--- src/rtl/result_drain_buffer.sv ---
// Collects BUFFER_SIZE accumulator words from one PE column, then drains them in
// arrival order, narrowed to DATA_WIDTH. Define RESULT_DRAIN_SATURATE_EN to saturate instead of truncate.
module result_drain_buffer #(
  parameter int DATA_WIDTH  = 8,
  parameter int ACC_WIDTH   = 16,
  parameter int BUFFER_SIZE = 9
) (
  input  logic                               clk,
  input  logic                               rst,
  input  logic                               in_valid,
  output logic                               in_ready,
  input  logic [ACC_WIDTH-1:0]               data_in,
  input  logic                               flush,
  output logic                               out_valid,
  input  logic                               out_ready,
  output logic [DATA_WIDTH-1:0]              data_out,
  output logic                               out_last,
  output logic [$clog2(BUFFER_SIZE+1)-1:0]   count
);

  localparam int CW = $clog2(BUFFER_SIZE + 1);
  localparam int PW = (BUFFER_SIZE > 1) ? $clog2(BUFFER_SIZE) : 1;

  typedef enum logic [1:0] {IDLE, FILL, DRAIN} state_t;

  state_t                state_q, state_d;
  logic [ACC_WIDTH-1:0]  mem [BUFFER_SIZE];
  logic [PW-1:0]         rd_ptr;
  logic [PW-1:0]         rd_idx;
  logic [PW-1:0]         wr_idx;
  logic [ACC_WIDTH-1:0]  rd_word;
  logic [DATA_WIDTH-1:0] rd_conv;
  logic [CW-1:0]         count_fill;
  logic                  accept;
  logic                  handshake;
  logic                  start_drain;

  assign in_ready   = (state_q != DRAIN);
  assign accept     = in_valid && in_ready;
  assign handshake  = out_valid && out_ready;
  assign wr_idx     = PW'(count);
  assign count_fill = accept ? count + CW'(1) : count;

  // Only a single-entry buffer drains straight out of IDLE, so the word comes from data_in.
  assign rd_idx  = (state_q == DRAIN) ? rd_ptr + PW'(1) : '0;
  assign rd_word = (state_q == IDLE) ? data_in : mem[rd_idx];

`ifdef RESULT_DRAIN_SATURATE_EN
  localparam logic signed [ACC_WIDTH-1:0] SAT_MAX = ACC_WIDTH'((2 ** (DATA_WIDTH - 1)) - 1);
  localparam logic signed [ACC_WIDTH-1:0] SAT_MIN = ~SAT_MAX;

  always_comb begin
    rd_conv = rd_word[DATA_WIDTH-1:0];
    if ($signed(rd_word) > SAT_MAX)
      rd_conv = SAT_MAX[DATA_WIDTH-1:0];
    else if ($signed(rd_word) < SAT_MIN)
      rd_conv = SAT_MIN[DATA_WIDTH-1:0];
  end
`else
  logic [ACC_WIDTH-DATA_WIDTH:0] unused_hi;
  assign unused_hi = rd_word[ACC_WIDTH-1:DATA_WIDTH-1];
  assign rd_conv   = rd_word[DATA_WIDTH-1:0];
`endif

  always_ff @(posedge clk or posedge rst) begin
    if (rst) state_q <= IDLE;
    else     state_q <= state_d;
  end

  always_comb begin
    state_d     = state_q;
    start_drain = 1'b0;
    case (state_q)
      IDLE: begin
        if (accept) begin
          state_d     = (BUFFER_SIZE == 1) ? DRAIN : FILL;
          start_drain = (BUFFER_SIZE == 1);
        end
      end
      FILL: begin
        if (flush || (accept && count == CW'(BUFFER_SIZE - 1))) begin
          state_d     = DRAIN;
          start_drain = 1'b1;
        end
      end
      DRAIN: begin
        if (handshake && out_last) state_d = IDLE;
      end
      default: state_d = IDLE;
    endcase
  end

  always_ff @(posedge clk or posedge rst) begin
    if (rst) begin
      for (int unsigned i = 0; i < BUFFER_SIZE; i++) mem[i] <= '0;
      count     <= '0;
      rd_ptr    <= '0;
      out_valid <= 1'b0;
      out_last  <= 1'b0;
      data_out  <= '0;
    end else begin
      if (accept) begin
        mem[wr_idx] <= data_in;
        count       <= count_fill;
      end
      if (start_drain) begin
        rd_ptr    <= '0;
        out_valid <= 1'b1;
        out_last  <= (count_fill == CW'(1));
        data_out  <= rd_conv;
      end else if (handshake) begin
        count <= count - CW'(1);
        if (out_last) begin
          out_valid <= 1'b0;
          out_last  <= 1'b0;
          data_out  <= '0;
        end else begin
          rd_ptr   <= rd_ptr + PW'(1);
          data_out <= rd_conv;
          out_last <= (count == CW'(2));
        end
      end
    end
  end

endmodule

--- config.mk ---
export PLATFORM = sky130hd
export DESIGN_NAME = result_drain_buffer
export DESIGN_NICKNAME = d
export VERILOG_FILES = /design/src/rtl/result_drain_buffer.sv
export SDC_FILE = /design/constraint.sdc
export NUM_CORES = 1
export LEC_CHECK = 0
export BUFFER_PORTS_ARGS = -buffer_cell sky130_fd_sc_hd__buf_4
export CAP_MARGIN = 15
export CORE_ASPECT_RATIO = 1.5
export CORE_MARGIN = 3
export CORE_UTILIZATION = 47
export DETAILED_ROUTE_END_ITERATION = 8
export PLACE_DENSITY_LB_ADDON = 0.2
export SLEW_MARGIN = 15
export SYNTH_ARGS = -nofsm -noshare
export SYNTH_HDL_FRONTEND = slang
export SYNTH_SLANG_ARGS = --single-unit
--- constraint.sdc ---
create_clock -name clk -period 3.4 [get_ports clk]
set_input_delay 0.68 -clock clk [delete_from_list [all_inputs] [get_ports clk]]
set_output_delay 0.68 -clock clk [all_outputs]
set_load 0.005 [all_outputs]
Word level (Yosys, flattened, before mapping):

Cells that the tools add are included.

* add/subtract/negate cells: 3
* $lt $le $gt $ge: 3
* eq/ne operators: 10
* muxes and demuxes: 30
* bitwise operators: 2
* reductions and logical operators: 12

Operator list (number)
* bitwise mux 144 bit: 1
* binary-select mux 16 bit (select 4 bit): 1
* demux 16 bit (select 4 bit): 1
* 2-to-1 mux 8 bit: 6
* 2-to-1 mux 4 bit: 8
* 2-to-1 mux 16 bit: 1
* >= comparator 5 bit, second input constant: 2
* NOT 4 -> 5 bit: 2
* adder 4 x 1 -> 4 bit, second input constant: 2
* 2-to-1 mux 1 bit: 8
* 2-to-1 mux 2 bit: 3
* != test 2 bit, second input constant: 3
* one-hot mux 2 bit (3 select lines): 1
* logical AND 1 bit: 5
* less-than comparator 5 x 1 -> 1 bit, second input constant: 1
* == test 4 x 1 -> 1 bit, second input constant: 1
* == test 4 x 2 -> 1 bit, second input constant: 1
* == test 4 bit, second input constant: 1
* != test 2 x 1 -> 1 bit, second input constant: 2
* AND reduction 2 bit: 2
* nonzero test 2 bit: 2
* subtractor 4 x 1 -> 4 bit, second input constant: 1
* AND reduction 3 bit: 1
* == test 2 x 1 -> 1 bit, second input constant: 1
* 3 further kinds: 3

* register bits after elaboration: 164
* bits of input ports: 21
* output and inout port bits: 15

Longest topological paths before layout:

* word-level depth: 10
* depth in mapped cells: 8

Worst setup path before layout:

No wires, ideal clock.

* path kind: register to register
* start point: register rd_ptr[0]
* end point: register data_out[6]
* library setup time: 0.153 ns
* data arrival time: 1.810 ns
* data required time: 3.247 ns
* setup slack: 1.438 ns
* cell stages (with the launch flop): 8
* buffers on the path: 1
* path through: dfrtp_1 > ha_1 > or4b_1 > buf_2 > o22a_1 > o211ai_1 > o31a_1 > o221ai_1

* cells in the longest elaborated chain, start to end: 10

Ends and longest elaborated chain
* from (decl): line 28 `logic [PW-1:0] rd_ptr;`
* from (signal assigned): line 118 `rd_ptr <= rd_ptr + PW'(1);`
* adder 4 x 1 -> 4 bit (*): line 45 `assign rd_idx = (state_q == DRAIN) ? rd_ptr + PW'(1) : '0;`
* 2-to-1 mux 4 bit (*): line 45
* NOT 4 -> 5 bit (not written as such) (*): line 46 `assign rd_word = (state_q == IDLE) ? data_in : mem[rd_idx];`
* binary-select mux 16 bit (select 4 bit) (*): line 46
* 2-to-1 mux 8 bit (not written as such) (*) (2 in a row): line 46
* 2-to-1 mux 8 bit (*): line 46
* 2-to-1 mux 8 bit: line 113 `if (out_last) begin`
* 2-to-1 mux 8 bit: line 111 `end else if (handshake) begin`
* 2-to-1 mux 8 bit (*): line 106 `if (start_drain) begin`
* to (signal assigned): line 110 `data_out <= rd_conv;`
* to (signal assigned): line 119 `data_out <= rd_conv;`
* to (decl): line 16 `output logic [DATA_WIDTH-1:0] data_out,`

Mark *: on every way between the ends. The rest lies on a longest branch, timed or not. The select of a mux whose other input is x is not followed.
A chain may end at the register's enable or synchronous reset.

Final worst setup path:

* start point: register count[0]
* end point: register data_out[2]

* cells in the longest elaborated chain, start to end: 6
* elaborated cells on any way between the ends: 7
* those cells by class: eq/ne (1); mux (3); reduce/logical (3)

Ends and longest elaborated chain
* from (decl): line 18 `output logic [$clog2(BUFFER_SIZE+1)-1:0] count`
* from (signal assigned): line 104 `count <= count_fill;`
* from (signal assigned): line 112 `count <= count - CW'(1);`
* == test 4 bit (*): line 81 `if (flush || (accept && count == CW'(BUFFER_SIZE - 1))) begin`
* logical AND 1 bit (*): line 81
* logical OR 1 bit (*): line 81
* 2-to-1 mux 1 bit (*): line 81
* 2-to-1 mux 1 bit (*)
* 2-to-1 mux 8 bit / nonzero test 2 bit (equally long branches)

Mark *: on every way between the ends. The rest lies on a longest branch, timed or not.

==> results.sh <==
export IMPL_cts_hold_buf=0
export IMPL_synth_cells=354
export IMPL_synth_nets=381
export IMPL_clk_latency_ns=0.34
export IMPL_area_delta_synth_final_pct=12.5
export IMPL_synth_common_cells="dfrtp_1, mux2_2, o21ai_0, o22ai_1, inv_1"
export IMPL_viasPerCell=5.82
export IMPL_design_power_total_w=0.00470
export IMPL_first_pass_iters=4
export IMPL_setup_viol=0
export IMPL_antenna_found_initial=0
export IMPL_tns_ns=0
export IMPL_crit_top_cell="a21oi_1"
export IMPL_drv_slew=0
export IMPL_post_route_min_period_ns=2.74
export IMPL_cts_buffers_inserted=9
export IMPL_power_density_nw_per_um2=939
export IMPL_synthSimpleGateAreaFrac_pct=7.40
export IMPL_crit_type="reg -> reg"
export IMPL_synth_mux_area_share_pct=22.5
export IMPL_clock_sinks=92
export IMPL_maxCapViolCount=0
export IMPL_worstMarginPinSlew_ns=0.860
export IMPL_worstSetupStartpointType="flip-flop"
export IMPL_slowest_stage="a21oi_1"
export IMPL_gp_congestion=0.771
export IMPL_crit_path_max_incr_delay_ns=0.73
export IMPL_crit_buf_inv=1
export IMPL_slew_headroom_pct=42.7
export IMPL_hold_path_class="in -> async"
export IMPL_diodes=0
export IMPL_rows=42
export IMPL_hold_viol_final=0
export IMPL_pin_count=36
export IMPL_grt_max_degree=64
export IMPL_clock_skew_ns=0.00421
export IMPL_synth_top_area_cell="dfrtp_1"
export IMPL_synthFlopType="dfrtp_1"
export IMPL_initial_utilization_pct=49.2
export IMPL_die_y_um=125
export IMPL_grt_pass1_vias=3025
export IMPL_drive_gt1_share_pct=38.6
export IMPL_synthXorXnorAreaFrac_pct=1.77
export IMPL_final_cells=488
export IMPL_synth_top_family_by_area="multiplexers"
export IMPL_wl_per_cell_um=18.8
export IMPL_met2_usage_pct=32.6
export IMPL_drc=0
export IMPL_grt_busiest_layer="met2"
export IMPL_grt_overflow=0
export IMPL_drt_iter0_drc=120
export IMPL_place_port_buffers=27
export IMPL_worstPathArrival_ns=2.92
export IMPL_irDropWorstVdd_mv=0.499
export IMPL_synth_most_common_cell="dfrtp_1"
export IMPL_die_width_um=85.4
export IMPL_grt_usage_pct=18.4
export IMPL_yosys_top_cells_area="dfrtp_1, mux2_2, o22ai_1"
export IMPL_dp_hpwl_mm=6.43
export IMPL_ys_types=50
export IMPL_rsz0062_at_grt="false"
export IMPL_syn_area_um2=4450
export IMPL_fmax_mhz=365
export IMPL_postCtsResizedCells=0
export IMPL_clk_pin_slew_worst_paths_ns=0.06
export IMPL_synth_top_area_share_pct=51.8
export IMPL_outcome="complete, no violations"
export IMPL_postSynth_asyncResetShare_pct=100
export IMPL_clk_path_buf_depth=2
export IMPL_synth_fa_ha_area_share_pct=1.69
export IMPL_post_route_period_util_pct=80.7
export IMPL_avgSynthCellArea_um2=12.6
export IMPL_synth_compound_gate_area_share_pct=10.9
export IMPL_grtUsageMet1_pct=21.7
export IMPL_critPathTopFamily="compound AO/OA/AOI/OAI gates"
export IMPL_crit_path_max_fanout=11
export IMPL_final_util_pct=55.3
export IMPL_ys_warn_count=0
export IMPL_dp_cells=472
export IMPL_ant_nets=0
export IMPL_dieArea_um2=10700
export IMPL_wl_mm=9.20
export IMPL_via_count=2839
export IMPL_ctsRootBufferMaster="clkbuf_16"
export IMPL_tritoncts="built"
export IMPL_ys_seq_area_share_pct=51.8
export IMPL_grt_first_pass_wirelength_mm=15.4
export IMPL_num_nets_final=400
export IMPL_post_cts_buffers=0
export IMPL_synth_seq_cells=92
export IMPL_core_area_um2=9040
export IMPL_p_leak_nw=2.21
export IMPL_cp_end_kind="flip-flop"
export IMPL_required_ns=3.58
export IMPL_synth_edf_count=0
export IMPL_grtUsageMet3_pct=3.09
export IMPL_worstPathCellList="inv_1, ha_1, nand4b_1, a21oi_1, a21oi_1, a22oi_1, o221ai_1"
export IMPL_htreeDepth=3
## report_power, final
part           internal (W)  switching, W  total, W  leakage (nW)
Sequential          0.00161      0.000303   0.00191          1.14
Combinational      0.000967      0.000809   0.00178         0.922
Clock              0.000607      0.000400   0.00101         0.149
Total               0.00318       0.00151   0.00470          2.21
## layout by cell type (no fill, tap or decap), drive strengths merged, types with 3 or more instances in the layout
| master | n |
|---|---|
| clkbuf | 12 |
| buf | 31 |
| a211oi | 3 |
| o221ai | 9 |
| o21ai | 16 |
| a22oi | 8 |
| xnor2 | 4 |
| nor2 | 10 |
| and2 | 7 |
| dfrtp | 92 |
| xor2 | 5 |
| o22a | 8 |
| inv | 13 |
| nand2 | 10 |
| a21oi | 7 |
| ha | 6 |
| o22ai | 16 |
| nand3 | 3 |
| mux2 | 87 |
## flip-flops by register name, summed over array words and instances (netlist names)
name and cells:
count 4, out_valid 1, mem 72, out_last 1, state_q 2, rd_ptr 4, data_out 8
## final timing paths
path | start | endpoint | slack [ns] | depth (start not counted)
worst max-delay path | count[0] | data_out[2] | 0.66 | 7
worst min-delay path | rst | mem[86] | 0.49 | 2
worst max register to register | count[0] | data_out[2] | 0.66 | 7
worst min register to register | mem[66] | mem[66] | 0.50 | 1
max in group asynchronous | rst | mem[39] | 2.15 | 3
min in group clk | mem[66] | mem[66] | 0.50 | 1
## cell type report
| type | instances | area, um^2 |
|---|---|---|
| clock inverter | 4 | 47.5 |
| sequential | 92 | 2300 |
| timing repair buffer | 31 | 233 |
| inverter | 13 | 53.8 |
| tap | 110 | 138 |
| fill | 780 | 4040 |
| clock buffer | 12 | 256 |
| multi-input combinational | 226 | 1970 |
## per-stage QoR
| stage | hold slack, ns | setup slack, ns | cell area, um^2 |
|---|---|---|---|
| floorplan | 0.473 | 0.328 | 4450 |
| global placement | 0.481 | 0.747 | 4690 |
| detailed placement | 0.489 | 0.638 | 4690 |
| CTS | 0.502 | 0.629 | 5000 |
| global route | 0.511 | 0.353 | 5000 |
| finish | 0.493 | 0.658 | 5000 |
## per-layer routing
metal,vias to the layer above,part of all wire [%]
met2,52,54
met4,0,2.7
met1,1434,40
met5,-,0
li1,1331,-
met3,22,3.2
## cell families (layout without fill, tap and decap cells)
kind of cell	Yosys count	in the layout
buffers and inverters	36	60
muxes	89	89
adders and majority gates	6	6
DFF	92	92
and+or+nand+nor	50	50
AOI/OAI and AO/OA	72	72
xor gates and xnor gates	9	9
Note: power is estimated with default switching activity, not from simulation.
